===== src/rtl/instr_fetch_pkg.sv =====
// Shared definitions for the fetch stage: instruction field positions,
// field extraction helpers and the IF/ID payload type.
package instr_fetch_pkg;

  localparam int XLEN       = 32;
  localparam int OPCODE_MSB = 31;
  localparam int OPCODE_LSB = 26;
  localparam int FUNCT_MSB  = 5;
  localparam int FUNCT_LSB  = 0;

  typedef struct packed {
    logic [XLEN-1:0] instr;
    logic [XLEN-1:0] pc4;
  } if_id_t;

  function automatic logic [5:0] opcode_of(input logic [XLEN-1:0] instr);
    return instr[OPCODE_MSB:OPCODE_LSB];
  endfunction

  function automatic logic [5:0] funct_of(input logic [XLEN-1:0] instr);
    return instr[FUNCT_MSB:FUNCT_LSB];
  endfunction

endpackage


===== src/rtl/if_id_reg.sv =====
// IF/ID pipeline register with a one-entry skid buffer that catches a
// response arriving while decode is stalled.
module if_id_reg
  import instr_fetch_pkg::*;
(
  input  logic   clk,
  input  logic   rst_n,
  input  logic   flush_i,
  input  logic   stall_i,
  input  logic   fill_i,
  input  logic   fill_from_skid_i,
  input  logic   skid_we_i,
  input  if_id_t resp_i,
  output logic   id_valid_o,
  output if_id_t id_o
);

  if_id_t skid_q;
  if_id_t id_q;
  logic   valid_q;

  // NOTE: the skid entry is a plain register, so it is reset like any other
  // flop; this keeps its contents deterministic in simulation and silicon.
  always_ff @(posedge clk or negedge rst_n) begin
    if (!rst_n) begin
      skid_q <= '0;
    end else if (skid_we_i) begin
      skid_q <= resp_i;
    end
  end

  // Flush wins over everything; without a fill, an unstalled decode drains to a bubble.
  always_ff @(posedge clk or negedge rst_n) begin
    if (!rst_n) begin
      valid_q <= 1'b0;
      id_q    <= '0;
    end else if (flush_i) begin
      valid_q <= 1'b0;
    end else if (fill_i) begin
      valid_q <= 1'b1;
      id_q    <= fill_from_skid_i ? skid_q : resp_i;
    end else if (!stall_i) begin
      valid_q <= 1'b0;
    end
  end

  assign id_valid_o = valid_q;
  assign id_o       = id_q;

endmodule


===== src/rtl/instr_fetch.sv =====
// Instruction fetch stage: PC register and request FSM with one outstanding
// memory request, feeding the IF/ID register.
module instr_fetch
  import instr_fetch_pkg::*;
#(
  parameter logic [31:0] RESET_PC = 32'h0000_0000,
  parameter int          MIN_LAT  = 1
) (
  input  logic        clk,
  input  logic        rst_n,
  output logic        imem_req,
  output logic [31:0] imem_addr,
  input  logic        imem_rvalid,
  input  logic [31:0] imem_rdata,
  input  logic        stall,
  input  logic        redirect,
  input  logic [31:0] redirect_pc,
  output logic        id_valid,
  output logic [31:0] id_instr,
  output logic [31:0] id_pc4,
  output logic [5:0]  id_opcode,
  output logic [5:0]  id_funct
);

  if (MIN_LAT < 1) begin : g_min_lat_check
    $error("instr_fetch: MIN_LAT must be at least 1");
  end

  typedef enum logic [1:0] {
    S_ISSUE = 2'd0,
    S_WAIT  = 2'd1,
    S_BUF   = 2'd2
  } state_e;

  state_e      state_q, state_d;
  logic [31:0] pc_q, pc_d;
  logic        drop_q, drop_d;
  logic        fill, fill_from_skid, skid_we;
  if_id_t      resp, id_entry;

  // NOTE: state flops use non-blocking assignments so every register samples
  // the pre-edge values of the others, independent of statement order.
  always_ff @(posedge clk or negedge rst_n) begin
    if (!rst_n) begin
      state_q <= S_ISSUE;
      pc_q    <= RESET_PC;
      drop_q  <= 1'b0;
    end else begin
      state_q <= state_d;
      pc_q    <= pc_d;
      drop_q  <= drop_d;
    end
  end

  always_comb begin
    // NOTE: defaults first, so no path through the case leaves a signal
    // unassigned and infers a latch.
    state_d        = state_q;
    pc_d           = pc_q;
    drop_d         = drop_q;
    fill           = 1'b0;
    fill_from_skid = 1'b0;
    skid_we        = 1'b0;
    case (state_q)
      S_ISSUE: begin
        state_d = S_WAIT;
        if (redirect) begin
          pc_d   = redirect_pc;
          drop_d = 1'b1;
        end else begin
          pc_d = pc_q + 32'd4;
        end
      end
      S_WAIT: begin
        if (imem_rvalid) begin
          state_d = S_ISSUE;
          drop_d  = 1'b0;
          if (!drop_q && !redirect) begin
            if (stall) begin
              skid_we = 1'b1;
              state_d = S_BUF;
            end else begin
              fill = 1'b1;
            end
          end
        end else if (redirect) begin
          drop_d = 1'b1;
        end
        if (redirect) pc_d = redirect_pc;
      end
      S_BUF: begin
        if (redirect) begin
          state_d = S_ISSUE;
          pc_d    = redirect_pc;
        end else if (!stall) begin
          fill           = 1'b1;
          fill_from_skid = 1'b1;
          state_d        = S_ISSUE;
        end
      end
      default: state_d = S_ISSUE;
    endcase
  end

  // Gated by rst_n so no request leaks out while the stage is held in reset.
  assign imem_req  = (state_q == S_ISSUE) && rst_n;
  assign imem_addr = pc_q;

  // In WAIT the PC has already advanced, so it equals the fetched PC plus 4.
  assign resp = '{instr: imem_rdata, pc4: pc_q};

  if_id_reg u_if_id_reg (
    .clk              (clk),
    .rst_n            (rst_n),
    .flush_i          (redirect),
    .stall_i          (stall),
    .fill_i           (fill),
    .fill_from_skid_i (fill_from_skid),
    .skid_we_i        (skid_we),
    .resp_i           (resp),
    .id_valid_o       (id_valid),
    .id_o             (id_entry)
  );

  assign id_instr  = id_entry.instr;
  assign id_pc4    = id_entry.pc4;
  assign id_opcode = opcode_of(id_entry.instr);
  assign id_funct  = funct_of(id_entry.instr);

endmodule


===== config.mk =====
export PLATFORM = sky130hd
export DESIGN_NAME = instr_fetch
export DESIGN_NICKNAME = d
export VERILOG_FILES = /design/src/rtl/instr_fetch_pkg.sv /design/src/rtl/if_id_reg.sv /design/src/rtl/instr_fetch.sv
export SDC_FILE = /design/constraint.sdc
export NUM_CORES = 1
export LEC_CHECK = 0
export BUFFER_PORTS_ARGS = -buffer_cell sky130_fd_sc_hd__buf_2
export CAP_MARGIN = 10
export CORE_MARGIN = 4
export CORE_UTILIZATION = 58
export CTS_CLUSTER_SIZE = 28
export DETAILED_ROUTE_END_ITERATION = 8
export PLACE_DENSITY = 0.85
export RECOVER_POWER = 50
export REMOVE_ABC_BUFFERS = 1
export SKIP_CTS_REPAIR_TIMING = 1
export SYNTH_ARGS = -nofsm -noshare
export SYNTH_HDL_FRONTEND = slang
export SYNTH_SLANG_ARGS = --single-unit

===== constraint.sdc =====
create_clock -name clk -period 3.3 [get_ports clk]
set_input_delay 0.33 -clock clk [delete_from_list [all_inputs] [get_ports clk]]
set_output_delay 0.33 -clock clk [all_outputs]
set_load 0.05 [all_outputs]

==> results of run 1 <==
kinds of logic after synthesis:
| family | synth area share (%) |
|---|---|
| AO/OA/AOI/OAI | 12.0 |
| adder cells (fa/ha/maj) | 0.801 |
| buffers and inverters | 4.93 |
| flip-flops | 52.5 |
| multiplexers | 18.0 |
| AND/OR/NAND/NOR | 11.7 |
worst max-delay path, delay by kind of cell:
kind	cells	cell delay [ns]
buf+inv	3	2.23
flip-flops by register name (all words and copies together) (netlist names):
signal and count:
u_if_id_reg.id_o 64, u_if_id_reg.skid_q 64, imem_addr 32, state_q 2, drop_q 1, u_if_id_reg.id_valid_o 1
metal layers:
| metal | up-vias | track usage (%) | routed length, um |
|---|---|---|---|
| met2 | 299 | 39.1 | 8800 |
| met3 | 33 | 4.63 | 1710 |
| met5 | - | 0 | 0 |
| met1 | 2955 | 33.2 | 7900 |
| met4 | 0 | 8.62 | 327 |
| li1 | 2832 | - | - |
stage by stage:
stage                     setup TNS (ns)  hold WS [ns]  setup WS [ns]
after floorplan                  -133.49        0.0344          -2.06
after global placement                 0         0.265          0.943
after detailed placement               0         0.266          0.869
after CTS                              0        -0.186          0.855
after global routing                   0         0.141          0.436
final                                  0         0.144          0.815
where the power goes:
part,total [mW],switching (mW),internal [mW]
Combinational,4.91,3.67,1.25
Clock,2.00,0.808,1.20
Sequential,3.83,0.855,2.98
final timing paths:
check | start | end | slack (ns) | depth (start not counted)
min in group asynchronous | rst_n | u_if_id_reg.id_o[55] | 0.39 | 2
hold reg to reg | u_if_id_reg.id_o[42] | u_if_id_reg.id_o[42] | 0.48 | 2
max in group clk | state_q[1] | imem_addr[22] | 0.83 | 5
setup / recovery | rst_n | u_if_id_reg.id_o[0] | 0.81 | 3
hold / removal | redirect_pc[1] | imem_addr[1] | 0.14 | 2
setup reg to reg | state_q[1] | imem_addr[22] | 0.83 | 5
cells in the final DEF (no fill, tap or decap), drive strengths merged, types with 6 or more instances in the layout:
cell type,count
a21oi,17
buf,101
clkbuf,107
clkinv,6
dfrtp,164
inv,6
mux2,68
mux2i,64
nand2,85
nand3,20
nand4,8
nor2,41
nor3,9
o21ai,84
o221a,6
o22ai,7
cell type report:
cell class              instances  area, um^2  share of cell area [%]
flip-flops and latches        164        4100                    44.7
multi-input cells             479        3330                    36.2
repair buffers                188         906                    9.86
clock buffers                  21         480                    5.23
well taps                     176         220                    2.40
clock inverters                11         126                    1.38
inverters                       7        26.3                   0.286
==> results_dict.tcl, run 1 <==
set metrics [dict create \
    status "finished, violations left" \
    violations "max-capacitance violations, max-slew violations" \
    nets 931 \
    cp_cell_sequence "dlygate4sd3_1 -> buf_6 -> clkbuf_4" \
    ioPinCount 179 \
    num_vias 6119 \
    rows 42 \
    dp.cells 1013 \
    coreArea_mm2 0.0132 \
    grtUsageTotal_pct 24.3 \
    final_cell_area_mm2 0.00919 \
    cts_tree "yes" \
    critPathMaxFanout 126 \
    worst_setup_path_end_kind "asynchronous set/reset pin" \
    die_h_um 124 \
    hold_viol 0 \
    cts_buffers 17 \
    start_util_pct 59.2 \
    grt_start_max_net_pins 127 \
    cp-start-kind "input port" \
    maxSlewHeadroom_pct -13.8 \
    ys_ff_latch 164 \
    post-route-drc-count 0 \
    critPathRequiredTime_ns 3.51 \
    die-area_mm2 0.0154 \
    min_period_over_period_pct 75.3 \
    syn2layout_area_growth_pct 17.7 \
    cts-htree-levels 4 \
    hp-class "in -> reg" \
    synthArstFlopShare_pct 100 \
    final_cells 1046 \
    wirelength_mm 18.7 \
    ir_drop_v 0.000672 \
    ant_nets 0 \
    max_stage_delay_ns 1.34 \
    syn_area_mm2 0.00781 \
    grt_pass1_vias 5700 \
    rsz0062_at_grt "false" \
    slew_violations 127 \
    fmax_mhz 402 \
    ys_warn_count 0 \
    clock_latency_ns 0.42 \
    yosys.area.top_type_share_pct 52.5 \
    fill_cells 1037 \
    yosys-top-cells-count "dfrtp_1, nand2_1, o21ai_0" \
    grt-ovfl-total 0 \
    yosysSeqAreaShare_pct 52.5 \
    die_w_um 124 \
    period_needed_ns 2.49 \
    p_leak_nw 3.93 \
    cts_root_buffer "clkbuf_16" \
    synth-edff-count 0 \
    synthTopCellsByArea "dfrtp_1, mux2_2, mux2i_1" \
    synth.distinct_cells 57 \
    avgSynthCellArea_um2 11.0 \
    critical_path_class "in -> async" \
    gp_congestion 0.916 \
    synth_area_leader_cell "dfrtp_1" \
    via_per_inst 5.85 \
    drv_cap 1 \
    post-synth-top-count-cell "dfrtp_1" \
    final_core_util_pct 69.7 \
    powerDensity_mw_per_mm2 1170 \
    wl_per_cell_um 17.9 \
    grt_pass1_wl_mm 29.1 \
    hpwlAfterDp_mm 12.4 \
    worst_slew_pin_slew_ns 1.71 \
    path_clk_slew_ns 0.06 \
    skew_ns 0.00933 \
    synthCells 711 \
    antenna_found_initial 0 \
    cts_buffer_depth 2 \
    first_pass_iters 5 \
    drt_iter0_drc 660 \
    cts_sinks 164 \
    crit_slowest_cell "clkbuf_4" \
    io_buffer_count 178 \
    setup_viol 0 \
    placed_area_mm2 0.00869 \
    synth_flop_cell "dfrtp_1" \
    crit_arrival_ns 2.69 \
    power.total_mw 10.8 \
    antenna_cells 0 \
    drive_above_1_share_pct 25.3 \
]
(Power assumes the default switching activity.)
==> run 2, diff against run 1 <==
--- a/config.mk
+++ b/config.mk
@@ -8,10 +8,10 @@
 export BUFFER_PORTS_ARGS = -buffer_cell sky130_fd_sc_hd__buf_2
 export CAP_MARGIN = 10
 export CORE_MARGIN = 4
-export CORE_UTILIZATION = 58
+export CORE_UTILIZATION = 49
 export CTS_CLUSTER_SIZE = 28
 export DETAILED_ROUTE_END_ITERATION = 8
-export PLACE_DENSITY = 0.85
+export PLACE_DENSITY = 0.76
 export RECOVER_POWER = 50
 export REMOVE_ABC_BUFFERS = 1
 export SKIP_CTS_REPAIR_TIMING = 1
==> constraint.sdc (replaced) <==
create_clock -name clk -period 2.1 [get_ports clk]
set_input_delay 0.21 -clock clk [delete_from_list [all_inputs] [get_ports clk]]
set_output_delay 0.21 -clock clk [all_outputs]
set_load 0.05 [all_outputs]
==> run 2 against run 1 <==
Highest routed layer is now met5. The flow now finishes without violations. Non-clock buffer count up 35. Via count rose by 1.9%. Critical path depth increased by 4. Combinational power up 74%. Final cell count rose by 6.7%. Worst setup slack worse by 0.70 ns. Sequential power increased by 50%.
==> results_dict.tcl, run 2 (same netlist as run 1, synthesis figures left out) <==
set metrics [dict create \
    status "finished, final reports clean" \
    final_cell_mix "dfrtp_1, buf_2, nand2_1" \
    wirelength_mm 20.2 \
    hp-start "redirect_pc[1]" \
    drv_cap 0 \
    maxSlewHeadroom_pct 3.21 \
    worst_setup_path_end_kind "register" \
    die_h_um 134 \
    via_per_inst 5.59 \
    rsz0062_at_grt "true" \
    cts-htree-levels 4 \
    setup_viol 0 \
    crit_arrival_ns 2.27 \
    rows 45 \
    grt_pass1_vias 6144 \
    min_period_over_period_pct 94.5 \
    critPathRequiredTime_ns 2.39 \
    dp.cells 1082 \
    final_cells 1116 \
    reg2regPathDepth 7 \
    hp-class "in -> reg" \
    ioPinCount 179 \
    grt_pass1_wl_mm 32.1 \
    syn2layout_area_growth_pct 22.6 \
    cts_buffers 17 \
    holdWs_ns 0.0217 \
    die-area_mm2 0.0180 \
    hold_viol 0 \
    tns_ns 0 \
    final_core_util_pct 62.1 \
    antenna_found_initial 1 \
    grtUsageTotal_pct 22.3 \
    crit_slowest_cell "dfrtp_1" \
    ir_drop_v 0.00112 \
    final_cell_area_mm2 0.00958 \
    slew_violations 0 \
    critPathMaxFanout 52 \
    cts_buffer_depth 2 \
    post-route-drc-count 0 \
    ant_nets 0 \
    io_buffer_count 178 \
    fmax_mhz 504 \
    cts_tree "yes" \
    path_clk_slew_ns 0.07 \
    die_w_um 134 \
    p_leak_nw 4.23 \
    wl_per_cell_um 18.1 \
    drive_above_1_share_pct 32.0 \
    grt_start_max_net_pins 165 \
    r2r_end "u_if_id_reg.id_o[44]" \
    min_to "imem_addr[1]" \
    r2r_start "state_q[1]" \
    placed_area_mm2 0.00904 \
    clock_latency_ns 0.42 \
    start_util_pct 50.6 \
    period_needed_ns 1.98 \
    num_vias 6233 \
    cp-start-kind "register" \
    max_stage_delay_ns 0.41 \
    critical_path_class "reg -> reg" \
    antenna_cells 0 \
    cts_sinks 164 \
    final_common_cell "dfrtp_1" \
    drt_iter0_drc 463 \
    worst_slew_pin_slew_ns 1.45 \
    gp_congestion 0.883 \
    nets 966 \
    skew_ns 0.00692 \
    grt-ovfl-total 0 \
    cts_root_buffer "clkbuf_16" \
    cp_cell_sequence "inv_1 -> ha_2 -> buf_4 -> o211ai_1 -> buf_4 -> buf_6 -> o21ai_0" \
    powerDensity_mw_per_mm2 1820 \
    first_pass_iters 5 \
    crit_top_cell "buf_4" \
    rrSetupSlack_ns 0.12 \
    hold-path-cell-count 2 \
    hpwlAfterDp_mm 13.6 \
    coreArea_mm2 0.0154 \
]
[run 2: cell types whose count changed in the layout (fill, tap and decap cells not counted), moves of 3 or more]
cell / change
buf_4: +32
clkbuf_8: -4
clkbuf_1: -31
inv_6: +6
buf_2: +33
buf_12: +3
clkinvlp_4: -3
[run 2: worst max path at each step]
| stage | from | to | slack, ns | cells after the start |
|---|---|---|---|---|
| after global routing | state_q[1] | u_if_id_reg.id_o[14] | -0.009 | 8 |
| final | state_q[1] | u_if_id_reg.id_o[44] | 0.12 | 7 |
| after floorplan | state_q[1] | u_if_id_reg.id_o[0] | -3.26 | 5 |
| after CTS | state_q[1] | imem_req | 0.02 | 5 |
| after detailed placement | state_q[1] | u_if_id_reg.id_o[36] | 0.12 | 6 |
| after global placement | state_q[0] | imem_addr[24] | 0.21 | 7 |
[run 2: area by class of cell]
type                       instances  area, um^2
sequential                       164        4100
clock buffer                      19         433
clock inverter                    13         148
fill                            1327        5850
inverter                           7        26.3
timing repair buffer             223        1270
tap                              211         264
multi-input combinational        479        3340
[run 2: per-layer routing]
metal | global-route usage [%] | vias to the layer above | wire length (um)
met5 | 0 | - | 7
met4 | 6.33 | 2 | 335
met3 | 6.53 | 34 | 1910
met2 | 35.3 | 296 | 9360
met1 | 30.0 | 3009 | 8560
li1 | - | 2892 | -
[run 2: per-stage QoR]
stage          power, mW  setup WS, ns
2_1_floorplan       11.8         -3.26
3_3_place_gp        14.2         0.205
3_5_place_dp        14.4         0.120
4_1_cts             17.6        0.0168
5_1_grt             18.4      -0.00892
6_report            17.4         0.116
[run 2: worst max-delay path: cells and delay by family, from the launching register on]
| kind | cells | cell delay, ns |
|---|---|---|
| adders and majority gates | 1 | 0.31 |
| DFF | 1 | 0.41 |
| AOI/OAI and AO/OA | 2 | 0.26 |
| buffers and inverters | 4 | 0.85 |
[run 2: where the power goes]
group | switching (mW) | leakage, nW | internal [mW] | total, mW
Sequential | 1.06 | 2.03 | 4.68 | 5.74
Combinational | 6.17 | 1.91 | 2.37 | 8.54
Clock | 1.33 | 0.284 | 1.78 | 3.10
